### src/rtl/tone_scheduler.sv
// Fixed-priority scheduler sharing one square-wave tone generator between
// NUM_REQ requesters. Times each tone in milliseconds, inserts a silent gap
// between tones and reports completion or preemption per requester.
module tone_scheduler #(
    parameter int NUM_REQ = 3,
    parameter int FREQ_W  = 10,
    parameter int DUR_W   = 10,
    parameter int GAP_MS  = 20
) (
    input  logic                        clk,
    input  logic                        rst,
    input  logic [15:0]                 ticks_per_milli,
    input  logic                        mute,
    input  logic [NUM_REQ-1:0]          req,
    input  logic [NUM_REQ*FREQ_W-1:0]   req_freq,
    input  logic [NUM_REQ*DUR_W-1:0]    req_dur_ms,
    output logic [NUM_REQ-1:0]          grant,
    output logic [NUM_REQ-1:0]          done,
    output logic [NUM_REQ-1:0]          abort,
    output logic                        busy,
    output logic [FREQ_W-1:0]           freq
);

    localparam int IDX_W = (NUM_REQ > 1) ? $clog2(NUM_REQ) : 1;
    localparam int MS_W  = 16;

    typedef enum logic [1:0] {IDLE, TONE, GAP} state_t;

    state_t                 state, state_next;
    logic [15:0]            tick_cnt;
    logic [MS_W-1:0]        ms_cnt;
    logic [FREQ_W-1:0]      lat_freq;
    logic [DUR_W-1:0]       lat_dur;
    logic [IDX_W-1:0]       owner;

    logic                   any_req;
    logic [IDX_W-1:0]       top_idx;
    logic [FREQ_W-1:0]      sel_freq;
    logic [DUR_W-1:0]       sel_dur;
    logic [15:0]            tpm_eff;
    logic                   tick_wrap;
    logic [MS_W:0]          ms_inc;
    logic                   tone_end, gap_end;
    logic                   start, preempt, cancel, finish, load, clear_timer;

    logic [NUM_REQ-1:0]     grant_n, done_n, abort_n;
    logic                   busy_n;
    logic [FREQ_W-1:0]      freq_n;

    // Priority encoder: lowest set request index wins, plus its slot data.
    always_comb begin
        any_req = 1'b0;
        top_idx = '0;
        for (int unsigned i = NUM_REQ; i > 0; i--) begin
            if (req[i-1]) begin
                any_req = 1'b1;
                top_idx = IDX_W'(i - 1);
            end
        end
        sel_freq = req_freq[top_idx*FREQ_W +: FREQ_W];
        sel_dur  = req_dur_ms[top_idx*DUR_W +: DUR_W];
    end

    // Timer compares and per-cycle events; preemption outranks cancel,
    // which outranks normal completion.
    always_comb begin
        tpm_eff     = (ticks_per_milli == 16'd0) ? 16'd1 : ticks_per_milli;
        tick_wrap   = (tick_cnt >= tpm_eff - 16'd1);
        ms_inc      = {1'b0, ms_cnt} + (MS_W+1)'(1);
        tone_end    = (lat_dur == '0) || (tick_wrap && (ms_inc >= (MS_W+1)'(lat_dur)));
        gap_end     = (GAP_MS == 0) || (tick_wrap && (ms_inc >= (MS_W+1)'(GAP_MS)));
        start       = (state == IDLE) && any_req;
        preempt     = (state == TONE) && any_req && (top_idx < owner);
        cancel      = (state == TONE) && !preempt && !req[owner];
        finish      = (state == TONE) && !preempt && !cancel && tone_end;
        load        = start || preempt;
        clear_timer = load || cancel || finish || ((state == GAP) && gap_end);
    end

    // State register.
    always_ff @(posedge clk or posedge rst) begin
        if (rst) state <= IDLE;
        else     state <= state_next;
    end

    // Next-state logic.
    always_comb begin
        state_next = state;
        case (state)
            IDLE:    if (start) state_next = TONE;
            TONE:    if (!preempt && (cancel || finish)) state_next = GAP;
            GAP:     if (gap_end) state_next = IDLE;
            default: state_next = IDLE;
        endcase
    end

    // Latched request data and the tick/ms timer.
    always_ff @(posedge clk or posedge rst) begin
        if (rst) begin
            lat_freq <= '0;
            lat_dur  <= '0;
            owner    <= '0;
            tick_cnt <= '0;
            ms_cnt   <= '0;
        end else begin
            if (load) begin
                lat_freq <= sel_freq;
                lat_dur  <= sel_dur;
                owner    <= top_idx;
            end
            if (clear_timer || state == IDLE) begin
                tick_cnt <= '0;
                ms_cnt   <= '0;
            end else if (tick_wrap) begin
                tick_cnt <= '0;
                ms_cnt   <= ms_cnt + MS_W'(1);
            end else begin
                tick_cnt <= tick_cnt + 16'd1;
            end
        end
    end

    // Output decode: next values of the registered outputs.
    always_comb begin
        grant_n = '0;
        done_n  = '0;
        abort_n = '0;
        busy_n  = 1'b0;
        freq_n  = '0;
        if (preempt || cancel) abort_n[owner] = 1'b1;
        if (finish)            done_n[owner]  = 1'b1;
        case (state_next)
            TONE: begin
                busy_n = 1'b1;
                if (load) begin
                    grant_n = NUM_REQ'(1) << top_idx;
                    freq_n  = (mute || sel_dur == '0) ? '0 : sel_freq;
                end else begin
                    grant_n = NUM_REQ'(1) << owner;
                    freq_n  = mute ? '0 : lat_freq;
                end
            end
            GAP:     busy_n = 1'b1;
            default: busy_n = 1'b0;
        endcase
    end

    // Output registers.
    always_ff @(posedge clk or posedge rst) begin
        if (rst) begin
            grant <= '0;
            done  <= '0;
            abort <= '0;
            busy  <= 1'b0;
            freq  <= '0;
        end else begin
            grant <= grant_n;
            done  <= done_n;
            abort <= abort_n;
            busy  <= busy_n;
            freq  <= freq_n;
        end
    end

endmodule

### config.mk
export PLATFORM = sky130hd
export DESIGN_NAME = tone_scheduler
export DESIGN_NICKNAME = d
export VERILOG_FILES = /design/src/rtl/tone_scheduler.sv
export SDC_FILE = /design/constraint.sdc
export NUM_CORES = 1
export LEC_CHECK = 0
export ABC_CLOCK_PERIOD_IN_PS = 3500
export CAP_MARGIN = 20
export CORE_ASPECT_RATIO = 0.75
export CORE_MARGIN = 5
export CORE_UTILIZATION = 47
export DETAILED_ROUTE_END_ITERATION = 7
export HOLD_SLACK_MARGIN = 0.05
export PLACE_DENSITY = 0.77
export SETUP_SLACK_MARGIN = 0.3
export SLEW_MARGIN = 20
export SYNTH_ARGS = -nofsm -noshare
export SYNTH_HDL_FRONTEND = slang
export SYNTH_SLANG_ARGS = --single-unit
export TNS_END_PERCENT = 50
### constraint.sdc
create_clock -name clk -period 3.5 [get_ports clk]
set_clock_uncertainty 0.15 [all_clocks]
set_input_delay 0.35 -clock clk [delete_from_list [all_inputs] [get_ports clk]]
set_output_delay 0.35 -clock clk [all_outputs]
set_load 0.01 [all_outputs]
Word-level counts from Yosys, hierarchy flattened
Cells that the tools add are included.

Add/sub/neg operators: 4. Multipliers: 1. Magnitude comparators: 6. Eq/ne operators: 4. Shift operators: 4. Mux-type cells: 28. Reductions and logical operators: 30.

Operators with widths (count): $mux 16 (5); $shiftx 30x7->10 (2); $mux 10 (4); $add 16x1->16 const B (2); $logic_not 10->1 (2); $add 16x1->17 const B (1); $ge 17x10->1 (1); $ge 17x5->1 const B (1); $ge 16x16->1 (1); $logic_not 16->1 (1); $sub 16x1->16 const B (1); $logic_and 1x1->1 (12); $mux 2 (6); $mux 3 (4); $logic_or 1x1->1 (9); $mux 1 (6); $pmux 2 s3 (1); $shl 1x2->3 const A (2); $mul 2x3->5 const B (1); $eq 2x1->1 const B (2); $eq 2x2->1 const B (2); $logic_not 1->1 (3); $lt 2x3->1 const B (1); $bmux 1 s2 (1); 6 further kinds (6).

Register bits after elaboration: 76. Input bits: 82. Output and inout bits: 20.

Logic depth before layout (Yosys ltp)
Gate-level depths: netlist of run 1.

Depth in word-level cells: 18. Depth in mapped cells: 22.

Worst setup path before layout of run 1
OpenSTA, ideal clock, no wires.

Kind: input-to-reg. From: input ticks_per_milli[6]. To: register freq[8]. Library setup time: 0.077 ns. Arrival time: 4.762 ns. Required time: 3.273 ns. Setup slack: -1.489 ns. Stages: 22. Buffers on the path: 1. Cell sequence: or4_1 > nor4_1 > nand2b_1 > nor4_2 > nor2_1 > ha_1 > nand2_1 > nor2_1 > xnor2_1 > ha_1 > and4_1 > o2111ai_1 > a31o_1 > a31oi_1 > nor2_1 > or2_2 > a32oi_1 > ha_1 > nand2b_1 > buf_1 > a21o_1 > a21oi_1.

Word-level cells in the longest chain between the ends: 13. Elaborated cells on any way between the ends: 15. Those cells by class: add/sub (1); order compare (1); eq/ne (1); mux (5); reduce/logical (7).

Ends and longest elaborated chain: start: declaration (line 12) `input logic [15:0] ticks_per_milli,`; $logic_not 16->1 (line 67) `tpm_eff = (ticks_per_milli == 16'd0) ? 16'd1 : ticks_per_milli;`; $mux 16 * (line 67); $sub 16x1->16 * (line 68) `tick_wrap = (tick_cnt >= tpm_eff - 16'd1);`; $ge 16x16->1 * (line 68); $logic_and 1x1->1 (line 70) `tone_end = (lat_dur == '0) || (tick_wrap && (ms_inc >= (MS_W+1)'(lat_dur)));`; $logic_or 1x1->1 (line 70); $logic_and 1x1->1 (line 75) `finish = (state == TONE) && !preempt && !cancel && tone_end;`; $logic_or 1x1->1 (line 91) `TONE: if (!preempt && (cancel || finish)) state_next = GAP;`; $logic_and 1x1->1 (line 91); $mux 2 (line 91); $pmux 2 s3 * (line 89) `case (state)`; $eq 2x1->1 * (line 132) `case (state_next)`; $mux 10 * (line 132); net freq_n[8] (line 48) `logic [FREQ_W-1:0] freq_n;`; end signal: assignment (line 161) `freq <= freq_n;`; end: declaration (line 21) `output logic [FREQ_W-1:0] freq`.

Mark *: on every way through the listed nets, which the timed path passes. The rest lies on a longest branch. A chain may end at the register's enable or synchronous reset.

Worst setup path in the final report of run 1
From: input ticks_per_milli[6]. To: register freq[2].

The elaborated chain is that of the path after synthesis.

==> results.py, run 1 <==
metrics = {
    "yosys": {
        "synth_simple_gate_area_frac": 0.208,
        "ys_top_cells_by_area": "dfrtp_1 37%, ha_1 7.9%, nand2_1 6.5%, xor2_1 5.7%, mux2i_1 4.9%",
        "synth.distinct_cells": 60,
        "synthMuxAreaShare": 0.0513,
        "synth-main-ff-cell": "dfrtp_1",
        "ys_async_sr_fraction": 1.00,
        "yosysWarnings": 0,
        "synth_top_area_frac": 0.373,
        "synth_xor_area_frac": 0.0842,
        "syn_nets": 680,
        "syn_inst": 566,
        "synth_top_family_by_area": "simple AND/OR/NAND/NOR gates",
        "synth_compound_area_frac": 0.166,
        "syn_area_per_cell_sq_um": 9.01,
        "synth_edf_count": 0,
        "ys_seq_area_frac": 0.373,
        "synth_seq_cells": 76,
        "yosys.area.top_type": "dfrtp_1",
        "synth_area_sq_um": 5100,
        "synth_fa_ha_area_frac": 0.0785,
    },
    "drt": {
        "post-route-drc-count": 0,
        "via_per_inst": 5.49,
        "dr.pass1.iters": 5,
        "ant_nets": 0,
        "dr.first_iter.drc_count": 239,
        "top_layer_used": "met4",
        "num_vias": 4801,
        "wl_met3_microns": 960,
        "routed_wl_mm": 14.6,
        "wl_met2_mm": 7.02,
        "drt-met1-wl_mm": 6.45,
        "wl_per_cell_microns": 16.8,
    },
    "final_layout": {
        "stdcell_count": 874,
        "area_growth_pct": 45.6,
        "layout-drive-gt1-share": 0.222,
        "multiInputGateArea_sq_um": 3290,
        "final_cell_mix": "94 x clkdlybuf4s50_1, 86 x nand2_1, 76 x dfrtp_1",
        "final_common_cell": "clkdlybuf4s50_1",
        "n_antenna_cell": 0,
        "regArea_sq_um": 1900,
        "nNetsFinal": 847,
        "fin_util": 0.710,
        "fillers": 728,
    },
    "critical_path": {
        "cp_num_buf_inv": 1,
        "crit_fanout": 5,
        "cp_top_family": "simple AND/OR/NAND/NOR gates",
        "cp-start-kind": "input port",
        "ff2ff_path_depth": 16,
        "cp_cell_sequence": "buf_6 > or4_4 > nor4_4 > nand2b_1 > nor4_4 > nor2_2 > ha_4 > nand2_4 > nor2_4 > xnor2_2 > ha_1 > and4_1 > o2111ai_1 > a31o_1 > a31oi_4 > nor2_4 > or2_4 > a32oi_2 > ha_4 > nand2b_4 > a21o_1 > a21oi_2",
        "critPathArrivalTime_ns": 4.35,
        "timing.critical_path.slowest_cell_delay_ns": 0.54,
        "r2r-start": "ms_cnt[1]$_DFFE_PP0P_",
        "reg2reg_slack_ns": -0.23,
        "slowest_stage": "or4_4",
        "rr_endpoint": "freq[2]$_DFF_PP0_",
        "path_class": "input port to register",
        "critical_path_depth": 22,
        "cp.required_ns": 3.62,
        "crit_path_end_kind": "register",
    },
    "timing": {
        "fin_crit_sh": 1.21,
        "worst_pin_slew_ns": 0.956,
        "setup_ws_ns": -0.727,
        "hold_viol": 0,
        "period_needed_ns": 4.23,
        "setup_viol": 51,
        "rsz0062_at_grt": "true",
        "maxSlewViolCount": 0,
        "tns_ns": -25.81,
        "fmax_ghz": 0.237,
        "relSlewSlack": 0.363,
    },
    "die": {
        "rows": 32,
        "ioPinCount": 102,
        "design.core.area_sq_um": 10500,
        "dieArea_sq_um": 13000,
        "initial_core_util": 0.488,
        "die_height_microns": 100,
        "die_w_microns": 130,
    },
    "min_path": {
        "whs_path_depth": 2,
        "holdPathEnd": "lat_freq[8]$_DFFE_PP0N_",
        "min-delay-start": "lat_freq[8]$_DFFE_PP0N_",
        "worstHoldPathType": "register to register",
    },
    "power_and_ir_drop": {
        "p_per_area_nw_per_um2": 504,
        "ir_drop_uv": 336,
        "p_leak_nw": 3.32,
    },
    "clocking": {
        "cts_buffer_depth": 2,
        "htreeDepth": 3,
        "root_buffer": "clkbuf_16",
        "insertion_delay_ns": 0.34,
        "cts_sinks": 76,
        "numCtsBuffers": 9,
        "clkSlewWorstSetupHoldPaths_ns": 0.07,
        "cts_tree": "built",
    },
    "place": {
        "io_buffers": 101,
        "dp_cells": 840,
        "dp.final_hpwl_mm": 10.4,
        "place_congestion": 0.827,
    },
    "grt": {
        "grt_first_pass_wirelength_mm": 23.7,
        "grt_start_max_net_pins": 77,
        "overflow": 0,
        "grt_pass1_vias": 4993,
        "antenna_found_initial": 0,
        "grt_usage": 0.226,
    },
    "flow_run": {
        "max_cap_violations": 0,
    },
    "status": {
        "run_status": "finished with violations",
        "violations": "negative setup slack",
    },
}
[per-layer routing]
metal,up-vias,GRT usage
li1,2342,-
met1,2269,0.295
met2,165,0.377
met3,25,0.0569
met4,0,0.0591
met5,-,0
[worst min-delay path, cell delays in order, from the launching register on]
cell	delay [ns]
dfrtp_1	0.33
nand2_1	0.08
nand2_1	0.07
[metrics by stage]
step | hold WS [ns] | setup WS (ns) | power (mW) | instance area (sq um)
floorplan | 0.301 | -1.15 | 2.01 | 5180
global placement | 0.312 | -1.65 | 2.51 | 6750
detailed placement | 0.324 | -1.82 | 2.56 | 6750
CTS | 0.353 | -0.649 | 3.64 | 7220
global route | 0.373 | -0.926 | 3.97 | 7420
finish | 0.353 | -0.727 | 3.74 | 7420
[cell usage after synthesis (2+ instances only)]
| cell | n |
|---|---|
| a211o_1 | 2 |
| a211oi_1 | 8 |
| a211oi_2 | 10 |
| a21o_1 | 15 |
| a21oi_1 | 18 |
| a31oi_1 | 2 |
| and2_1 | 2 |
| and3_1 | 11 |
| buf_1 | 2 |
| buf_2 | 5 |
| buf_4 | 4 |
| clkbuf_1 | 12 |
| dfrtp_1 | 76 |
| ha_1 | 32 |
| inv_1 | 19 |
| mux2i_1 | 25 |
| nand2_1 | 88 |
| nand2b_1 | 7 |
| nand3_1 | 10 |
| nand3b_1 | 2 |
| nand4_1 | 6 |
| nor2_1 | 45 |
| nor2b_1 | 3 |
| nor3_1 | 9 |
| nor3b_1 | 2 |
| nor4_1 | 10 |
| nor4_4 | 2 |
| o2111ai_1 | 4 |
| o21a_1 | 2 |
| o21ai_0 | 50 |
| o21ai_1 | 4 |
| o21bai_1 | 2 |
| or3_1 | 2 |
| or4_1 | 2 |
| xnor2_1 | 16 |
| xor2_1 | 33 |
[cell type report]
| cell class | instances | share of cell area |
|---|---|---|
| Clock buffer | 10 | 0.0322 |
| Clock inverter | 6 | 0.00961 |
| Inverter | 21 | 0.0106 |
| Multi-Input combinational cell | 446 | 0.443 |
| Sequential cell | 76 | 0.256 |
| Tap cell | 136 | 0.0229 |
| Timing Repair Buffer | 179 | 0.225 |
[registers in the layout, indices dropped and copies added, names as in the netlist, 3 cells and up]
name / flops
abort: 3
lat_freq: 10
tick_cnt: 16
lat_dur: 10
done: 3
grant: 3
ms_cnt: 16
freq: 10
[worst max-delay path by stage]
stage / from / to / slack, ns
after floorplan: ticks_per_milli[9] / freq[8]$_DFF_PP0_ / -1.15
after CTS: ticks_per_milli[6] / freq[2]$_DFF_PP0_ / -0.65
final: ticks_per_milli[6] / freq[2]$_DFF_PP0_ / -0.73
after global placement: ticks_per_milli[9] / freq[6]$_DFF_PP0_ / -1.65
after detailed placement: ticks_per_milli[9] / freq[3]$_DFF_PP0_ / -1.82
after global routing: ticks_per_milli[6] / freq[2]$_DFF_PP0_ / -0.93
[kinds of logic (layout without fill, tap and decap cells)]
group | Yosys count | after routing
flops | 76 | 76
mux | 26 | 26
compound gates | 127 | 127
buf+inv | 45 | 216
xor+xnor | 49 | 49
simple gates | 211 | 212
fa+ha+maj | 32 | 32
[power by group]
part | internal [mW] | total [mW] | switching (mW)
clock | 0.578 | 0.964 | 0.387
sequential | 1.09 | 1.22 | 0.133
combinational | 0.661 | 1.56 | 0.899
total | 2.33 | 3.74 | 1.42
[repair_timing]
action | CTS | global route
setup buffers | 10 | 6
setup endpoints to repair | 51 | 51
pin swaps | 25 | 14
gates resized for setup | 37 | 26
gates cloned | 1 | 1
hold buffers | 0 | 0
Note: power is estimated with default switching activity, not from simulation.
==> run 2: changes to the inputs <==
==> config.mk (replaced) <==
export PLATFORM = sky130hd
export DESIGN_NAME = tone_scheduler
export DESIGN_NICKNAME = d
export VERILOG_FILES = /design/src/rtl/tone_scheduler.sv
export SDC_FILE = /design/constraint.sdc
export NUM_CORES = 1
export LEC_CHECK = 0
export ABC_AREA = 1
export ABC_CLOCK_PERIOD_IN_PS = 4460
export CAP_MARGIN = 20
export CORE_ASPECT_RATIO = 0.75
export CORE_MARGIN = 5
export CORE_UTILIZATION = 53
export DETAILED_ROUTE_END_ITERATION = 7
export HOLD_SLACK_MARGIN = 0.05
export PLACE_DENSITY = 0.81
export SETUP_SLACK_MARGIN = 0.3
export SLEW_MARGIN = 5
export SYNTH_ARGS = -nofsm -noshare
export SYNTH_HDL_FRONTEND = slang
export SYNTH_SLANG_ARGS = --single-unit
export TNS_END_PERCENT = 50
==> constraint.sdc (replaced) <==
create_clock -name clk -period 4.46 [get_ports clk]
set_clock_uncertainty 0.15 [all_clocks]
set_input_delay 0.446 -clock clk [delete_from_list [all_inputs] [get_ports clk]]
set_output_delay 0.446 -clock clk [all_outputs]
set_load 0.01 [all_outputs]
==> run 2 against run 1 <==
The run now ends clean. First-iteration DRC count increased by 44%. Cell count increased by 13%. Die area decreased by 6.5%. Setup slack improved by 0.96 ns. Global-route usage increased by 0.70 points. Register-to-register slack improved by 0.83 ns. Critical path depth increased by 5.
==> results.py, run 2 <==
metrics = {
    "place": {
        "io_buffers": 101,
        "dp.final_hpwl_mm": 10.7,
        "dp_slack_ns": -0.225,
        "place_congestion": 0.916,
        "dp_cells": 959,
    },
    "timing": {
        "period_needed_ns": 4.22,
        "worst_pin_slew_ns": 0.893,
        "setup_viol": 0,
        "maxSlewViolCount": 0,
        "fmax_ghz": 0.237,
        "relSlewSlack": 0.404,
        "hold_viol": 0,
        "fin_crit_sh": 0.947,
        "setup_ws_ns": 0.238,
    },
    "grt": {
        "grt_start_max_net_pins": 43,
        "antenna_found_initial": 0,
        "grt_first_pass_wirelength_mm": 23.8,
        "grt_pass1_vias": 5133,
        "grt_usage": 0.233,
        "overflow": 0,
    },
    "yosys": {
        "yosysMostFrequentCell": "nand2_1",
        "synth.distinct_cells": 36,
        "synth_edf_count": 0,
        "synth_area_sq_um": 5340,
        "synth_seq_cells": 76,
        "ys_async_sr_fraction": 1.00,
        "syn_nets": 847,
        "syn_inst": 733,
        "synth-main-ff-cell": "dfrtp_1",
        "synthTopCellsByCount": "189 x nand2_1, 98 x inv_1, 76 x dfrtp_1",
        "ys_seq_area_frac": 0.356,
        "yosysWarnings": 0,
        "syn_area_per_cell_sq_um": 7.28,
        "ys_top_cells_by_area": "dfrtp_1 36%, nand2_1 13%, ha_1 7.5%, inv_1 6.9%, nor2_1 5.2%",
        "synth_top_area_frac": 0.356,
        "yosys.area.top_type": "dfrtp_1",
    },
    "clocking": {
        "cts_sinks": 76,
        "cts_buffer_depth": 2,
        "htreeDepth": 3,
        "numCtsBuffers": 9,
        "cts_tree": "built",
        "root_buffer": "clkbuf_16",
        "clkSlewWorstSetupHoldPaths_ns": 0.06,
        "insertion_delay_ns": 0.34,
    },
    "drt": {
        "wl_per_cell_microns": 15.7,
        "dr.pass1.iters": 7,
        "routed_wl_mm": 15.5,
        "dr.first_iter.drc_count": 345,
        "post-route-drc-count": 0,
        "via_per_inst": 5.37,
        "wl_met2_mm": 7.17,
        "wl_met3_mm": 1.11,
        "top_layer_used": "met4",
        "ant_nets": 0,
        "num_vias": 5315,
        "drt-met1-wl_mm": 6.64,
    },
    "die": {
        "rows": 31,
        "ioPinCount": 102,
        "dieArea_sq_um": 12200,
        "die_height_microns": 96.9,
        "die_w_microns": 126,
        "design.core.area_sq_um": 9740,
        "initial_core_util": 0.548,
    },
    "critical_path": {
        "cp-startpoint": "ticks_per_milli[4]",
        "critPathArrivalTime_ns": 4.34,
        "cp-start-kind": "input port",
        "rr_endpoint": "freq[3]$_DFF_PP0_",
        "cp.required_ns": 4.58,
        "r2r-start": "ms_cnt[0]$_DFFE_PP0P_",
        "crit_fanout": 5,
        "cp-endpoint": "freq[3]$_DFF_PP0_",
        "path_class": "input port to register",
        "reg2reg_slack_ns": 0.60,
        "ff2ff_path_depth": 23,
        "crit_path_end_kind": "register",
    },
    "final_layout": {
        "final_cell_mix": "181 x nand2_1, 92 x inv_1, 91 x clkdlybuf4s50_1",
        "reg.largest.list": "ms_cnt (16), tick_cnt (16)",
        "fillers": 696,
        "stdcell_count": 989,
        "final_common_cell": "nand2_1",
        "n_antenna_cell": 0,
        "fin_util": 0.740,
        "layout-drive-gt1-share": 0.154,
        "area_growth_pct": 34.9,
        "multiInputGateArea_sq_um": 3160,
        "nNetsFinal": 967,
        "regArea_sq_um": 1900,
    },
    "power_and_ir_drop": {
        "p_leak_nw": 3.46,
        "p_per_area_nw_per_um2": 446,
        "ir_drop_uv": 362,
    },
    "status": {
        "run_status": "complete, no violations",
    },
    "flow_run": {
        "max_cap_violations": 0,
    },
    "min_path": {
        "worstHoldPathType": "register to register",
        "whs_path_depth": 2,
    },
}
==> run 2: final cells by class <==
class,instances,share of cell area
multi-input cells,537,0.438
flip-flops and latches,76,0.264
repair buffers,129,0.175
inverters,100,0.0526
clock buffers,9,0.0313
well taps,132,0.0229
clock inverters,6,0.0156
==> run 2: report_power, final <==
group          leakage, nW  internal, mW  switching [mW]
registers             1.01         0.868           0.107
clock network        0.166         0.545           0.295
logic                 2.28         0.553           0.846
==> run 2: cell families after synthesis <==
family,synth area share
simple gates,0.346
buf+inv,0.0928
compound gates,0.0975
flops,0.356
fa+ha+maj,0.0750
xor+xnor,0.0328
==> run 2: critical path, stage by stage <==
cell,delay [ns]
clkdlybuf4s50_1,0.48
or2_4,0.14
nor2_4,0.04
nand2_2,0.08
nor3_2,0.05
nor2_2,0.12
ha_2,0.23
nand2_4,0.10
nor4_4,0.33
xor2_1,0.22
inv_1,0.10
ha_4,0.27
nand2_2,0.04
inv_1,0.07
nand3_2,0.11
nor3_4,0.26
nand3_2,0.14
nand3_4,0.14
buf_6,0.11
nand2_1,0.04
nand2_1,0.09
nand3_2,0.08
inv_2,0.09
ha_4,0.13
inv_2,0.04
or2_4,0.27
nor2_1,0.12
==> run 2: per-layer routing <==
| layer | vias to the layer above | track usage |
|---|---|---|
| li1 | 2572 | - |
| met1 | 2480 | 0.322 |
| met2 | 223 | 0.366 |
| met3 | 40 | 0.0644 |
| met4 | 0 | 0.0552 |
| met5 | - | 0 |
==> run 2: repair_timing <==
action	in CTS	in global routing
hold buffers	0	0
pin swaps	3	29
resized for setup	6	62
setup endpoints to repair	15	46
cloned	0	1
buffers inserted	2	12
==> run 2: worst min-delay path by stage <==
stage | start | to
3_3_place_gp | lat_freq[5]$_DFFE_PP0N_ | lat_freq[5]$_DFFE_PP0N_
3_5_place_dp | lat_freq[9]$_DFFE_PP0N_ | lat_freq[9]$_DFFE_PP0N_
5_1_grt | lat_freq[7]$_DFFE_PP0N_ | lat_freq[7]$_DFFE_PP0N_
2_1_floorplan | lat_freq[0]$_DFFE_PP0N_ | lat_freq[0]$_DFFE_PP0N_
6_report | lat_freq[9]$_DFFE_PP0N_ | lat_freq[9]$_DFFE_PP0N_
4_1_cts | lat_freq[9]$_DFFE_PP0N_ | lat_freq[9]$_DFFE_PP0N_
==> run 2: per-stage QoR <==
step	instance area [sq um]	power [mW]	hold slack (ns)	TNS (ns)
finish	7200	3.21	0.333	0
global route	7200	3.41	0.359	-0.0133
detailed placement	6510	2.24	0.317	-2.46
floorplan	5340	1.87	0.295	0
global placement	6510	2.19	0.309	0
CTS	6890	3.10	0.330	0
